--- src/rtl/serial_mag_comp_if.sv ---
// Request/response bundle for serial_mag_comp: operand request in, one-hot compare result out.
interface serial_mag_comp_if #(
  parameter int DATA_WIDTH = 16
);
  logic                  in_valid;
  logic                  in_ready;
  logic [DATA_WIDTH-1:0] a_in;
  logic [DATA_WIDTH-1:0] b_in;
  logic [2:0]            casc_in;
  logic                  out_valid;
  logic                  out_ready;
  logic [2:0]            result;
  logic                  busy;

  modport master (
    output in_valid, a_in, b_in, casc_in, out_ready,
    input  in_ready, out_valid, result, busy
  );

  modport slave (
    input  in_valid, a_in, b_in, casc_in, out_ready,
    output in_ready, out_valid, result, busy
  );
endinterface

--- src/rtl/serial_mag_comp.sv ---
// Multi-cycle unsigned magnitude comparator: walks captured operands one slice per clock,
// MSB slice first, stopping at the first unequal slice and emitting a {gt,eq,lt} code.
module serial_mag_comp #(
  parameter int DATA_WIDTH  = 16,
  parameter int SLICE_WIDTH = 4
) (
  input logic              clk,
  input logic              rst,
  serial_mag_comp_if.slave bus
);
  localparam int NUM_SLICES = DATA_WIDTH / SLICE_WIDTH;
  localparam int IDX_W      = (NUM_SLICES > 1) ? $clog2(NUM_SLICES) : 1;
  localparam logic [IDX_W-1:0] IDX_TOP = IDX_W'(NUM_SLICES - 1);
  localparam logic [2:0] RES_GT = 3'b100;
  localparam logic [2:0] RES_LT = 3'b001;

  typedef enum logic [1:0] {
    IDLE    = 2'b00,
    COMPARE = 2'b01,
    DONE    = 2'b10
  } state_t;

  state_t                  state_r, next_state_s;
  logic [IDX_W-1:0]        idx_r, next_idx_s;
  logic [DATA_WIDTH-1:0]   a_r, next_a_s;
  logic [DATA_WIDTH-1:0]   b_r, next_b_s;
  logic [2:0]              casc_r, next_casc_s;
  logic [2:0]              result_r, next_result_s;
  logic                    out_valid_r, next_out_valid_s;
  logic                    busy_r, next_busy_s;
  logic [SLICE_WIDTH-1:0]  a_slice_s, b_slice_s;

  function automatic logic [SLICE_WIDTH-1:0] get_slice(
    input logic [DATA_WIDTH-1:0] data,
    input logic [IDX_W-1:0]      idx
  );
    get_slice = data[int'(idx) * SLICE_WIDTH +: SLICE_WIDTH];
  endfunction

  // Select the slice pair under comparison this cycle.
  always_comb begin
    a_slice_s = get_slice(a_r, idx_r);
    b_slice_s = get_slice(b_r, idx_r);
  end

  // Next-state and next-register logic for the compare FSM.
  always_comb begin
    next_state_s     = state_r;
    next_idx_s       = idx_r;
    next_a_s         = a_r;
    next_b_s         = b_r;
    next_casc_s      = casc_r;
    next_result_s    = result_r;
    next_out_valid_s = out_valid_r;
    next_busy_s      = busy_r;
    case (state_r)
      IDLE: begin
        if (bus.in_valid) begin
          next_a_s     = bus.a_in;
          next_b_s     = bus.b_in;
          next_casc_s  = bus.casc_in;
          next_idx_s   = IDX_TOP;
          next_busy_s  = 1'b1;
          next_state_s = COMPARE;
        end else begin
          next_state_s = IDLE;
        end
      end
      COMPARE: begin
        if (a_slice_s > b_slice_s) begin
          next_result_s    = RES_GT;
          next_out_valid_s = 1'b1;
          next_state_s     = DONE;
        end else if (a_slice_s < b_slice_s) begin
          next_result_s    = RES_LT;
          next_out_valid_s = 1'b1;
          next_state_s     = DONE;
        end else if (idx_r == {IDX_W{1'b0}}) begin
          // All slices equal: the cascade code passes through unvalidated.
          next_result_s    = casc_r;
          next_out_valid_s = 1'b1;
          next_state_s     = DONE;
        end else begin
          next_idx_s   = idx_r - IDX_W'(1'b1);
          next_state_s = COMPARE;
        end
      end
      DONE: begin
        if (bus.out_ready) begin
          next_out_valid_s = 1'b0;
          next_busy_s      = 1'b0;
          next_state_s     = IDLE;
        end else begin
          next_state_s = DONE;
        end
      end
      default: begin
        next_out_valid_s = 1'b0;
        next_busy_s      = 1'b0;
        next_state_s     = IDLE;
      end
    endcase
  end

  // State and datapath registers; reset aborts any operation in flight.
  always_ff @(posedge clk or posedge rst) begin
    if (rst) begin
      state_r     <= IDLE;
      idx_r       <= IDX_TOP;
      a_r         <= {DATA_WIDTH{1'b0}};
      b_r         <= {DATA_WIDTH{1'b0}};
      casc_r      <= 3'b000;
      result_r    <= 3'b000;
      out_valid_r <= 1'b0;
      busy_r      <= 1'b0;
    end else begin
      state_r     <= next_state_s;
      idx_r       <= next_idx_s;
      a_r         <= next_a_s;
      b_r         <= next_b_s;
      casc_r      <= next_casc_s;
      result_r    <= next_result_s;
      out_valid_r <= next_out_valid_s;
      busy_r      <= next_busy_s;
    end
  end

  assign bus.in_ready  = (state_r == IDLE);
  assign bus.out_valid = out_valid_r;
  assign bus.result    = result_r;
  assign bus.busy      = busy_r;
endmodule

--- src/flat_wrapper.sv ---
// flat-port wrapper written by rule: the top's interface ports become plain ports
module serial_mag_comp_flat 
#(
  parameter int DATA_WIDTH  = 16,
  parameter int SLICE_WIDTH = 4
)
  (clk, rst, bus_in_valid, bus_a_in, bus_b_in, bus_casc_in, bus_out_ready, bus_in_ready, bus_out_valid, bus_result, bus_busy);
  serial_mag_comp_if #(.DATA_WIDTH(DATA_WIDTH)) bus_i ();
  input logic clk;
  input logic rst;
  input wire logic [$bits(bus_i.in_valid)-1:0] bus_in_valid;
  input wire logic [$bits(bus_i.a_in)-1:0] bus_a_in;
  input wire logic [$bits(bus_i.b_in)-1:0] bus_b_in;
  input wire logic [$bits(bus_i.casc_in)-1:0] bus_casc_in;
  input wire logic [$bits(bus_i.out_ready)-1:0] bus_out_ready;
  output wire logic [$bits(bus_i.in_ready)-1:0] bus_in_ready;
  output wire logic [$bits(bus_i.out_valid)-1:0] bus_out_valid;
  output wire logic [$bits(bus_i.result)-1:0] bus_result;
  output wire logic [$bits(bus_i.busy)-1:0] bus_busy;
  assign bus_i.in_valid = bus_in_valid;
  assign bus_i.a_in = bus_a_in;
  assign bus_i.b_in = bus_b_in;
  assign bus_i.casc_in = bus_casc_in;
  assign bus_i.out_ready = bus_out_ready;
  assign bus_in_ready = bus_i.in_ready;
  assign bus_out_valid = bus_i.out_valid;
  assign bus_result = bus_i.result;
  assign bus_busy = bus_i.busy;
  serial_mag_comp #(.DATA_WIDTH(DATA_WIDTH), .SLICE_WIDTH(SLICE_WIDTH)) u_core (.clk(clk), .rst(rst), .bus(bus_i));
endmodule
--- config.mk ---
export PLATFORM = sky130hd
export DESIGN_NAME = serial_mag_comp_flat
export DESIGN_NICKNAME = d
export VERILOG_FILES = /design/src/rtl/serial_mag_comp_if.sv /design/src/rtl/serial_mag_comp.sv /design/src/flat_wrapper.sv
export SDC_FILE = /design/constraint.sdc
export NUM_CORES = 1
export LEC_CHECK = 0
export CORE_ASPECT_RATIO = 0.8
export CORE_UTILIZATION = 37
export CTS_BUF_LIST = sky130_fd_sc_hd__clkbuf_16
export DETAILED_ROUTE_END_ITERATION = 7
export PLACE_DENSITY = 0.7
export SYNTH_ARGS = -nofsm -noshare
export SYNTH_HDL_FRONTEND = slang
export SYNTH_SLANG_ARGS = --single-unit
--- constraint.sdc ---
create_clock -name clk -period 7.43 [get_ports clk]
set_clock_uncertainty 0.1 [all_clocks]
set_input_delay 1.486 -clock clk [delete_from_list [all_inputs] [get_ports clk]]
set_output_delay 1.486 -clock clk [all_outputs]
set_load 0.02 [all_outputs]
==> impl_metrics.env <==
export IMPL_outcome="finished, final reports clean"
export IMPL_syn_cell_area_um2=2128
export IMPL_track_usage_pct=14.19
export IMPL_period_needed_ns=3.080
export IMPL_ctsHtreeMaxLevel=2
export IMPL_clkTransAtPathRegs_ns=0.06
export IMPL_relSlewSlack_pct=63.06
export IMPL_postCtsHoldBufs=0
export IMPL_drv_cap=0
export IMPL_synth_distinct_cells=28
export IMPL_wl_per_cell_um=13.97
export IMPL_final_cell_area_um2=2760
export IMPL_layout_setup_ws_ns=4.350
export IMPL_slew_viol_final=0
export IMPL_core_area_um2=5495
export IMPL_synth_top_area_share_pct=49.38
export IMPL_ir_worst_vdd_v=0.0001513
export IMPL_synth_main_ff_cell="dfrtp_1"
export IMPL_drc_errors=0
export IMPL_grt_pass1_vias=1311
export IMPL_die_w_um=86.80
export IMPL_cts_buffers_inserted=5
export IMPL_cts_tree="built"
export IMPL_synth_edf_count=0
export IMPL_io_buffers=44
export IMPL_rsz0062_at_grt="no"
export IMPL_hold_worst_slack_ns=0.3937
export IMPL_die_area_um2=6061
export IMPL_wirelength_um=3771
export IMPL_cellLeakagePower_nw=1.219
export IMPL_async_flop_share_pct=100.0
export IMPL_cp_end_kind="output port"
export IMPL_cp_max_fo=6
export IMPL_cp_required_ns=5.84
export IMPL_drtPass1Iterations=3
export IMPL_antenna_left=0
export IMPL_synth_common_cells="dfrtp_1 (42), mux2_2 (18), mux2_4 (17), inv_1 (12), mux4_2 (8)"
export IMPL_postCtsSetupBuffers=0
export IMPL_grt_overflow_total=0
export IMPL_hold_violations=0
export IMPL_synthTopCellsByArea="dfrtp_1 (49%), mux2_4 (12%), mux2_2 (9.5%), mux4_2 (8.5%), ha_1 (2.9%)"
export IMPL_multi_input_area_um2=919.6
export IMPL_worstPathArrival_ns=1.49
export IMPL_syn_to_final_growth_pct=29.69
export IMPL_synth_fp_nets=188
export IMPL_grt_max_degree=45
export IMPL_p_per_area_nw_per_um2=396.0
export IMPL_fin_crit_sh_pct=41.45
export IMPL_core_rowCount=24
export IMPL_regArea_um2=1104
export IMPL_syn_inst=144
export IMPL_initial_core_util_pct=38.73
export IMPL_ys_ff_latch=44
export IMPL_yosys_area_top_type="dfrtp_1"
export IMPL_fin_nets=235
export IMPL_fillers=481
export IMPL_tightest_slew_ns=0.5540
export IMPL_power_mw=1.093
export IMPL_drtIter0Drc=41
export IMPL_cts_sinks=44
export IMPL_antenna_found_initial=0
export IMPL_clkLatencyLatePin_ns=0.28
export IMPL_dp_slack_ns=4.116
export IMPL_insertedDiodeCount=0
export IMPL_die_h_um=69.84
export IMPL_grt_pass1_wl_um=6341
export IMPL_vias=1266
export IMPL_cts_root_buf="clkbuf_16"
export IMPL_place_area_um2=2621
export IMPL_seq_area_frac_synth_pct=51.85
export IMPL_dp_hpwl_um=2689
export IMPL_fin_tns_setup_ns=0
export IMPL_vias_per_cell=4.689
export IMPL_drive_gt1_share_pct=30.73
export IMPL_yosysWarnings=0
export IMPL_postCtsResizedCells=0
export IMPL_cts_max_path_buffers=2
export IMPL_syn_avg_cell_area_um2=14.78
export IMPL_setup_viol=0
export IMPL_max_freq_mhz=324.7
export IMPL_worstSetupStartpointType="register"
export IMPL_path_class="reg2out"
export IMPL_place_gp_congestion=0.7887
export IMPL_hold_path_class="reg2reg"
export IMPL_io_pins=45
export IMPL_synth_most_common_cell="dfrtp_1"
area by class of cell:
cell class | instances | area share (%)
sequential | 44 | 39.98
multi-input combinational | 82 | 33.32
timing repair buffer | 46 | 16.50
clock buffer | 5 | 4.533
tap | 78 | 3.536
inverter | 12 | 1.632
clock inverter | 3 | 0.4986
sequential cells by signal (all words and copies together), names as in the netlist:
register / count
u_core.bus.out_valid: 1
u_core.bus.result: 3
u_core.bus.busy: 1
u_core.a_r: 16
u_core.casc_r: 3
u_core.b_r: 16
u_core.idx_r: 2
u_core.state_r: 2
power breakdown:
group	switching [mW]	total [mW]	internal [mW]	leakage [nW]
clock	0.0843	0.206	0.122	0.0710
sequential	0.0767	0.434	0.358	0.516
combinational	0.176	0.453	0.277	0.632
cells in the final DEF (no fill, tap or decap), drive strengths merged:
| cell type | count |
|---|---|
| ha | 5 |
| mux4 | 8 |
| o21ai | 5 |
| dfrtp | 42 |
| nor3 | 1 |
| nand2b | 2 |
| buf | 2 |
| a211o | 1 |
| o221a | 1 |
| nor3b | 1 |
| nand4 | 1 |
| a21o | 3 |
| nand3 | 3 |
| clkbuf | 5 |
| mux2 | 35 |
| a211oi | 1 |
| mux2i | 2 |
| dfstp | 2 |
| nor2 | 7 |
| inv | 11 |
| nand2 | 3 |
| a21oi | 3 |
| clkdlybuf4s50 | 44 |
| clkinv | 4 |
worst max-delay path: stages (launching register included):
cell             delay [ns]
dfrtp_1                0.45
nor2_1                 0.14
clkdlybuf4s50_1        0.62
logic make-up (layout without fill, tap and decap cells):
kind of cell	after synthesis	after routing	share of synthesized area [%]
AO/OA/AOI/OAI	14	14	4.409
buffers and inverters	18	66	5.231
adder cells (fa/ha/maj)	5	5	2.939
multiplexers	45	45	30.92
AND/OR/NAND/NOR	18	18	4.645
flip-flops	44	44	51.85
layer usage:
metal  GRT usage [%]  up-vias  wire length (um)
met2           21.43       34              1750
met1           19.14      616              1801
li1                -      610                 -
met3           4.524        6               167
met4           5.000        0                52
met5               0        -                 0
through the flow:
stage / utilization, % / cells
final: 50.23 / 270
after floorplan: - / 144
after CTS: 50.23 / 270
after global placement: 47.70 / 262
after global routing: 50.23 / 270
after detailed placement: 47.70 / 262
path summary, 6_finish.rpt:
| kind | startpoint | endpoint | slack, ns | cells past startpoint |
|---|---|---|---|---|
| setup / recovery | u_core.state_r[1]$_DFF_PP0_ | bus_in_ready | 4.35 | 2 |
| hold / removal | u_core.bus.out_valid$_DFFE_PP0P_ | u_core.bus.out_valid$_DFFE_PP0P_ | 0.39 | 1 |
| setup reg to reg | u_core.idx_r[0]$_DFFE_PP1P_ | u_core.bus.result[1]$_DFFE_PP0P_ | 4.72 | 6 |
| hold reg to reg | u_core.bus.out_valid$_DFFE_PP0P_ | u_core.bus.out_valid$_DFFE_PP0P_ | 0.39 | 1 |
| max in group asynchronous | rst | u_core.b_r[0]$_DFFE_PP0P_ | 5.29 | 3 |
| min in group asynchronous | rst | u_core.bus.busy$_DFFE_PP0P_ | 1.55 | 3 |
No activity file was read; power rests on OpenSTA's default activity.
